==> src/rtl/rv32_seq_pkg.sv <==
// Shared types and defaults for the RV32 multi-cycle sequencer.
// The performance counters are enabled by the RV32_SEQ_PERF_CNT_EN macro.
package rv32_seq_pkg;

  typedef enum logic [2:0] {
    S_IDLE   = 3'd0,
    S_FETCH  = 3'd1,
    S_DECODE = 3'd2,
    S_EXEC   = 3'd3,
    S_MEM    = 3'd4,
    S_WB     = 3'd5,
    S_HALT   = 3'd6,
    S_ERR    = 3'd7
  } seq_state_t;

  localparam int SEQ_TIMEOUT_DEF = 255;

endpackage

==> src/rtl/rv32_seq_watchdog.sv <==
// Memory-handshake watchdog: counts consecutive wait cycles and pulses
// o_expire when the count has reached the limit and the wait persists.
module rv32_seq_watchdog
  import rv32_seq_pkg::*;
#(
  parameter int TIMEOUT_CYCLES = SEQ_TIMEOUT_DEF,
  parameter int CW             = (TIMEOUT_CYCLES > 0) ? $clog2(TIMEOUT_CYCLES + 1) : 1
) (
  input  logic          clk,
  input  logic          rst,
  input  logic          i_clear,
  input  logic          i_wait,
  input  logic [CW-1:0] i_limit,
  output logic          o_expire
);

  localparam bit WD_EN = (TIMEOUT_CYCLES > 0);

  logic [CW-1:0] r_cnt;
  logic          w_hit;

  assign w_hit    = WD_EN && i_wait && (r_cnt == i_limit);
  assign o_expire = w_hit;

  // Consecutive-wait counter; holds at the limit so it can never wrap
  always_ff @(posedge clk) begin
    if (rst) begin
      r_cnt <= '0;
    end else if (i_clear) begin
      r_cnt <= '0;
    end else if (i_wait && !w_hit) begin
      r_cnt <= r_cnt + CW'(1);
    end else begin
      r_cnt <= r_cnt;
    end
  end

endmodule

==> src/rtl/rv32_multicycle_sequencer.sv <==
// Multi-cycle FETCH/DECODE/EXEC/MEM/WB control sequencer for the RV32I core.
// Optional cycle/instret counters are built when RV32_SEQ_PERF_CNT_EN is defined.
module rv32_multicycle_sequencer
  import rv32_seq_pkg::*;
#(
  parameter int TIMEOUT_CYCLES = SEQ_TIMEOUT_DEF,
  parameter int CNT_W          = 32
) (
  input  logic             clk,
  input  logic             rst,
  input  logic             i_halt,
  output logic             o_imem_req,
  input  logic             i_imem_ready,
  output logic             o_ir_we,
  input  logic             i_is_load,
  input  logic             i_is_store,
  input  logic             i_regwen,
  output logic             o_dmem_req,
  output logic             o_dmem_we,
  input  logic             i_dmem_ready,
  output logic             o_pc_we,
  output logic             o_rf_we,
  output logic [2:0]       o_state,
  output logic             o_err,
  output logic [CNT_W-1:0] o_cycle_cnt,
  output logic [CNT_W-1:0] o_instret_cnt
);

  localparam int WD_W = (TIMEOUT_CYCLES > 0) ? $clog2(TIMEOUT_CYCLES + 1) : 1;

  seq_state_t r_state;
  logic       r_imem_req;
  logic       r_dmem_req;
  logic       r_dmem_we;
  logic       r_pc_we;
  logic       r_rf_we;
  logic       r_err;
  logic       w_wait;
  logic       w_expire;

  assign w_wait = ((r_state == S_FETCH) && !i_imem_ready) ||
                  ((r_state == S_MEM)   && !i_dmem_ready);

  rv32_seq_watchdog #(
    .TIMEOUT_CYCLES (TIMEOUT_CYCLES),
    .CW             (WD_W)
  ) u_watchdog (
    .clk      (clk),
    .rst      (rst),
    .i_clear  (!w_wait),
    .i_wait   (w_wait),
    .i_limit  (WD_W'(TIMEOUT_CYCLES)),
    .o_expire (w_expire)
  );

  // State register plus outputs registered for the state being entered
  always_ff @(posedge clk) begin
    if (rst) begin
      r_state    <= S_IDLE;
      r_imem_req <= 1'b0;
      r_dmem_req <= 1'b0;
      r_dmem_we  <= 1'b0;
      r_pc_we    <= 1'b0;
      r_rf_we    <= 1'b0;
      r_err      <= 1'b0;
    end else begin
      r_imem_req <= 1'b0;
      r_dmem_req <= 1'b0;
      r_dmem_we  <= 1'b0;
      r_pc_we    <= 1'b0;
      r_rf_we    <= 1'b0;
      r_err      <= r_err;
      case (r_state)
        S_IDLE, S_WB, S_HALT: begin
          if (i_halt) begin
            r_state <= S_HALT;
          end else begin
            r_state    <= S_FETCH;
            r_imem_req <= 1'b1;
          end
        end
        S_FETCH: begin
          if (i_imem_ready) begin
            r_state <= S_DECODE;
          end else if (w_expire) begin
            r_state <= S_ERR;
            r_err   <= 1'b1;
          end else begin
            r_state    <= S_FETCH;
            r_imem_req <= 1'b1;
          end
        end
        S_DECODE: begin
          r_state <= S_EXEC;
        end
        S_EXEC: begin
          if (i_is_load || i_is_store) begin
            r_state    <= S_MEM;
            r_dmem_req <= 1'b1;
            r_dmem_we  <= i_is_store;
          end else begin
            r_state <= S_WB;
            r_pc_we <= 1'b1;
            r_rf_we <= i_regwen & ~i_is_store;
          end
        end
        S_MEM: begin
          if (i_dmem_ready) begin
            r_state <= S_WB;
            r_pc_we <= 1'b1;
            r_rf_we <= i_regwen & ~i_is_store;
          end else if (w_expire) begin
            r_state <= S_ERR;
            r_err   <= 1'b1;
          end else begin
            r_state    <= S_MEM;
            r_dmem_req <= 1'b1;
            r_dmem_we  <= i_is_store;
          end
        end
        S_ERR: begin
          r_state <= S_ERR;
        end
        default: begin
          r_state <= S_ERR;
          r_err   <= 1'b1;
        end
      endcase
    end
  end

  assign o_imem_req = r_imem_req;
  assign o_dmem_req = r_dmem_req;
  assign o_dmem_we  = r_dmem_we;
  assign o_pc_we    = r_pc_we;
  assign o_rf_we    = r_rf_we;
  assign o_err      = r_err;
  assign o_state    = r_state;
  assign o_ir_we    = (r_state == S_FETCH) && i_imem_ready;

`ifdef RV32_SEQ_PERF_CNT_EN
  logic [CNT_W-1:0] r_cycle_cnt;
  logic [CNT_W-1:0] r_instret_cnt;

  // Free-running cycle and retired-instruction counters, wrapping
  always_ff @(posedge clk) begin
    if (rst) begin
      r_cycle_cnt   <= '0;
      r_instret_cnt <= '0;
    end else begin
      if (r_state != S_ERR) begin
        r_cycle_cnt <= r_cycle_cnt + CNT_W'(1);
      end else begin
        r_cycle_cnt <= r_cycle_cnt;
      end
      if (r_state == S_WB) begin
        r_instret_cnt <= r_instret_cnt + CNT_W'(1);
      end else begin
        r_instret_cnt <= r_instret_cnt;
      end
    end
  end

  assign o_cycle_cnt   = r_cycle_cnt;
  assign o_instret_cnt = r_instret_cnt;
`else
  assign o_cycle_cnt   = '0;
  assign o_instret_cnt = '0;
`endif

endmodule

==> config.mk <==
export PLATFORM = sky130hd
export DESIGN_NAME = rv32_multicycle_sequencer
export DESIGN_NICKNAME = d
export VERILOG_FILES = /design/src/rtl/rv32_seq_pkg.sv /design/src/rtl/rv32_seq_watchdog.sv /design/src/rtl/rv32_multicycle_sequencer.sv
export SDC_FILE = /design/constraint.sdc
export NUM_CORES = 1
export LEC_CHECK = 0
export CAP_MARGIN = 20
export CORE_MARGIN = 3
export CORE_UTILIZATION = 34
export DETAILED_ROUTE_END_ITERATION = 6
export PLACE_DENSITY = 0.8
export SYNTH_ARGS = -nofsm -noshare
export SYNTH_HDL_FRONTEND = slang
export SYNTH_SLANG_ARGS = --single-unit
==> constraint.sdc <==
create_clock -name clk -period 1.47 [get_ports clk]
set_clock_uncertainty 0.05 [all_clocks]
set_input_delay 0.294 -clock clk [delete_from_list [all_inputs] [get_ports clk]]
set_output_delay 0.294 -clock clk [all_outputs]
set_load 0.03 [all_outputs]
After elaboration in Yosys (flattened, before gate mapping)
Cells that the tools add are included.
{"block": "word_totals", "out_inout_bits": 74, "reg_bits": 17, "wordCells": 65, "inputBits": 8}
{"block": "classes", "muxes": 28, "eq_ne": 10, "bitwise": 3, "reduce_logical": 15, "addsub": 1}
{"operator": "one-hot mux 3 bit (6 select lines)", "n": 1}
{"operator": "2-to-1 mux 1 bit", "n": 16}
{"operator": "== test 3 bit (second input constant)", "n": 4}
{"operator": "one-hot mux 1 bit (2 select lines)", "n": 6}
{"operator": "2-to-1 mux 3 bit", "n": 3}
{"operator": "adder 8 x 1 -> 8 bit (second input constant)", "n": 1}
{"operator": "== test 8 bit (second input constant)", "n": 1}
{"operator": "== test 3 x 2 -> 1 bit (second input constant)", "n": 2}
{"operator": "logical AND 1 bit", "n": 5}
{"operator": "2-to-1 mux 2 bit", "n": 2}
{"operator": "inequality test 2 bit (second input constant)", "n": 2}
{"operator": "== test 3 x 1 -> 1 bit (second input constant)", "n": 1}
{"operator": "zero test 1 bit", "n": 3}
{"operator": "zero test 3 bit", "n": 1}
{"operator": "AND reduction 3 bit", "n": 1}
{"operator": "OR reduction 3 bit", "n": 1}
{"operator": "logical OR 1 bit", "n": 2}
{"operator": "inverter 1 bit", "n": 2}
{"operator": "nonzero test 2 bit", "n": 1}
{"operator": "OR reduction 2 bit", "n": 1}
{"operator": "bitwise AND 1 bit", "n": 1}

Logic depth before layout (Yosys ltp)
{"block": "depth", "ltp_word": 7, "mapped_depth": 5, "mapped_depth_nobuf": 4}

Hierarchy
From an unflattened synthesis, not the netlist that was laid out.
{"block": "hier_totals", "cells_unflattened": 175, "hier_area_um2": 1432.6}
{"mod": "rv32_multicycle_sequencer", "seq_area_each_um2": 180.2, "cells_each": 120, "area_each_um2": 953.4, "instances": 1}
{"mod": "rv32_seq_watchdog", "seq_area_each_um2": 160.2, "cells_each": 55, "area_each_um2": 479.2, "instances": 1}

Worst setup path before layout
OpenSTA, ideal clock, no wires.
{"block": "synth_path", "path_type": "reg2out", "start": "register r_state[0] (netlist: o_state[0])", "end": "output port o_ir_we", "arrival_time_ns": 1.252, "stages_incl_launch_ff": 4, "path_buffers": 1, "path_slack_ns": -0.126, "required_time_ns": 1.126, "path_cell_list": "dfxtp_1 buf_6 nor2b_2 and3_1"}
{"block": "synth_via", "elab_chain_cells": 2}
{"element": "start, declared", "line_no": "rv32_multicycle_sequencer.sv:31", "source": "seq_state_t r_state;"}
{"element": "start signal, assigned", "line_no": "rv32_multicycle_sequencer.sv:59", "source": "r_state <= S_IDLE;"}
{"element": "start signal, assigned", "line_no": "rv32_multicycle_sequencer.sv:76", "source": "r_state <= S_HALT;"}
{"element": "start signal, assigned", "line_no": "rv32_multicycle_sequencer.sv:78", "source": "r_state <= S_FETCH;"}
{"element": "== test 3 x 1 -> 1 bit", "line_no": "rv32_multicycle_sequencer.sv:139", "source": "assign o_ir_we = (r_state == S_FETCH) && i_imem_ready;"}
{"element": "logical AND 1 bit", "line_no": "rv32_multicycle_sequencer.sv:139"}
{"element": "end, declared", "line_no": "rv32_multicycle_sequencer.sv:14", "source": "output logic o_ir_we,"}
Every way passes these cells.

Worst setup path in the final report
{"block": "layout_path", "start": "register u_watchdog.r_cnt[0]", "end": "register u_watchdog.r_cnt[5]"}
{"block": "layout_via", "elab_chain_cells": 4, "elab_cells_between_ends": 5, "cone_classes": "add/sub: 1; eq/ne: 1; reduce/logical: 3"}
{"element": "start, declared", "line_no": "rv32_seq_watchdog.sv:19", "source": "logic [CW-1:0] r_cnt;"}
{"element": "start signal, assigned", "line_no": "rv32_seq_watchdog.sv:32", "source": "r_cnt <= r_cnt + CW'(1);"}
{"element": "start signal, assigned", "line_no": "rv32_seq_watchdog.sv:34", "source": "r_cnt <= r_cnt;"}
{"element": "parallel branches: the longest is 4 deep, another holds adder 8 x 1 -> 8 bit"}
Several ways; the timed one is not identified.
A chain may end at the register's enable or synchronous reset.

==> reports/results.txt <==
CTS sink cnt: 17
Initial Util: 36.6%
post-synth top area cell: buf_4
ys async rst share: 0%
#FFs+latches synth: 17
Synth Warn #: 0
clock-pin slew on the worst setup and hold paths: 0.07 ns
Unique masters post-synth: 40
vias in the first global route: 834
CP Capture Type: register
number of diodes: 0
fraction of synthesized cell area taken by the top area cell type: 34.8%
residual DRC count: 0
multi-input logic area: 773 µm²
Worst EP required: 1.60 ns
clk_lat worst skew: 0.26 ns
drt wl/cell: 11.1 µm
Pint: 1.11 mW
fmax: 702 MHz
largest net degree at the start of global routing: 14
worst r2r src: u_watchdog.r_cnt[0]$_SDFFE_PP0P_
switching part of the total: 44.9%
Cell Count, Final, Fillers Out: 240
PortBufs: 17
Iter 0 DRT Violations: 45
initial antenna violation count: 0
fillers: 392
GRT Total Usage: 9.88%
Syn-to-layout area delta: 7.68%
clock share of power: 17.5%
VDD IR max: 397 µV
crit-path max cell delay: 0.32 ns
endpoints failing setup: 0
Synth area leaders: buf_4 35%, dfxtp_1 24%, a21oi_1 3.9%, nor3b_4 2.7%, nor3_1 2.1%
post-DP HPWL: 1960 µm
TritonCTS Buffers: 3
Total Power: 2.02 mW
Die X: 70.2 µm
io pins: 82
type of origin of the critical path: register
Routability Congestion: 0.747
critical path cell sequence: ha_1, and3_2, a211oi_2, mux2i_1
fraction of layout cells with a size suffix above 1: 18.8%
hold buffer count at cts: 0
first-pass GRT wire length: 3950 µm
grt ovf: 0
slowest CP cell: dfxtp_1
unrepaired setup endpoints after global routing: true
Leak: 0.685 nW
Placed Cells: 232
vias post-DR: 1021
clk buf depth: 2
fin nets: 202
dpl cell area: 1420 µm²
Crit. Startpoint: u_watchdog.r_cnt[0]$_SDFFE_PP0P_
Core Footprint: 3830 µm²
Die Y: 70.2 µm
setup TNS: 0 ns
Worst Path Arrival: 1.56 ns
pre-CTS worst setup slack: -0.206 ns
worst setup path category: reg2reg
TritonRoute pass-1 iters: 4
max cap viols: 0
Worst Slack Setup Final: 0.0455 ns
Reg area: 349 µm²
Via density: 4.25
Seq/Total Area, Yosys: 24.3%
H-tree depth: 1
syn_area_per_cell: 8.54 µm²
drt total wl: 2660 µm
hold path startpoint: o_err$_SDFFE_PP0P_
NetSw: 0.909 mW
# rows: 22
Comb power frac: 50.6%
post-route cell area: 1510 µm²
number of synthesized flops with an enable pin: 0
Tcrit/Tclk final: 96.9%
fin. max-slew vios: 0
TritonCTS clock tree: done
Clock Tree Root: clkbuf_8
worst min path class: reg2reg
sequential share of power: 31.9%
status: finished clean
Post-Syn Area: 1400 µm²
ys flop type: dfxtp_1
DIE AREA: 4930 µm²
final hold violations: 0
CP Max Fanout: 11
DRT antenna net count: 0
minimum clock period: 1.42 ns
Gate Count Post-Synth: 164
Power Density: 1340 nW/µm²
critical path, delay by kind of cell, from the launching register on:
family	cells	cell delay, ns
AO/OA/AOI/OAI	1	0.25
adder cells (fa/ha/maj)	1	0.23
flip-flops	1	0.32
multiplexers	1	0.20
AND/OR/NAND/NOR	1	0.31
logic make-up after synthesis:
kind of cell | synth area share (%)
AOI/OAI and AO/OA | 16.3
xor gates and xnor gates | 0.625
adders and majority gates | 0.893
buffers and inverters | 38.7
DFF | 24.3
muxes | 0.714
other | 0.268
and+or+nand+nor | 18.1
synthesized netlist by cell type, types with 2 or more instances:
library cell and instances:
nor3b_4 2, buf_2 2, a21oi_1 11, nor2_1 6, a211oi_2 2, o21ai_0 3, nor3_1 6, dfxtp_1 17
nand4_1 2, nand3_1 5, buf_6 2, nor4b_2 2, o211ai_1 2, o2111ai_1 2, a31oi_1 3, nand2_1 4
buf_4 65, inv_1 5, and3_1 2
sequential cells by signal, indices dropped and copies added, names as in the netlist:
| register | cells |
|---|---|
| o_err | 1 |
| o_rf_we | 1 |
| o_state | 3 |
| o_dmem_req | 1 |
| o_pc_we | 1 |
| o_imem_req | 1 |
| o_dmem_we | 1 |
| u_watchdog.r_cnt | 8 |
cells in the final DEF (no fill, tap or decap), types with 2 or more instances in the layout:
master,count
dlygate4sd2_1,8
nand4_1,2
a31oi_1,3
nor3_1,6
o21ai_0,3
a211oi_2,2
nor4b_2,2
dfxtp_1,14
clkbuf_8,3
a21oi_1,11
nor2_1,6
nor3b_4,2
inv_1,5
o2111ai_1,2
dfxtp_4,2
buf_4,16
clkdlybuf4s50_1,6
nand3_1,5
conb_1,64
nand2_1,4
o211ai_1,2
routing by layer:
metal  track usage (%)  routed length, µm  vias up
met5                 0                  0        -
met4              2.55                 16        0
li1                  -                  -      497
met3              3.17                245        3
met2              16.7               1370       55
met1              12.1               1030      466
final timing paths:
check             slack [ns]  depth (start not counted)                               end
setup / recovery        0.05                          4  u_watchdog.r_cnt[5]$_SDFFE_PP0P_
setup reg to reg        0.05                          4  u_watchdog.r_cnt[5]$_SDFFE_PP0P_
hold / removal          0.40                          2                o_err$_SDFFE_PP0P_
hold reg to reg         0.40                          2                o_err$_SDFFE_PP0P_
final cells by class:
cell class                 instances  share of cell area (%)
inverter                           5                    1.24
clock inverter                     1                   0.332
timing repair buffer              31                    17.3
clock buffer                       3                    2.74
multi-input combinational        135                    51.2
sequential                        17                    23.1
tap                               48                    3.98
power by group through the flow:
stage               sequential, mW  clock, mW  combinational, mW
CTS                          0.636      0.367              0.928
detailed placement           0.636          0              0.930
floorplan                    0.694          0              0.798
finish                       0.644      0.355               1.02
global placement             0.635          0              0.922
global route                 0.664      0.391               1.09
stage by stage:
| step | hold slack, ns | utilization [%] |
|---|---|---|
| floorplan | 0.315 | - |
| global placement | 0.397 | 37.0 |
| detailed placement | 0.402 | 37.0 |
| CTS | 0.409 | 38.4 |
| finish | 0.403 | 39.4 |
| global route | 0.436 | 39.4 |
what timing repair did:
action	CTS	global route
resized for setup	14	2
cloned	0	0
pin swaps	1	0
setup endpoints to repair	10	8
buffers inserted	0	4
No activity file was read; power rests on OpenSTA's default activity.
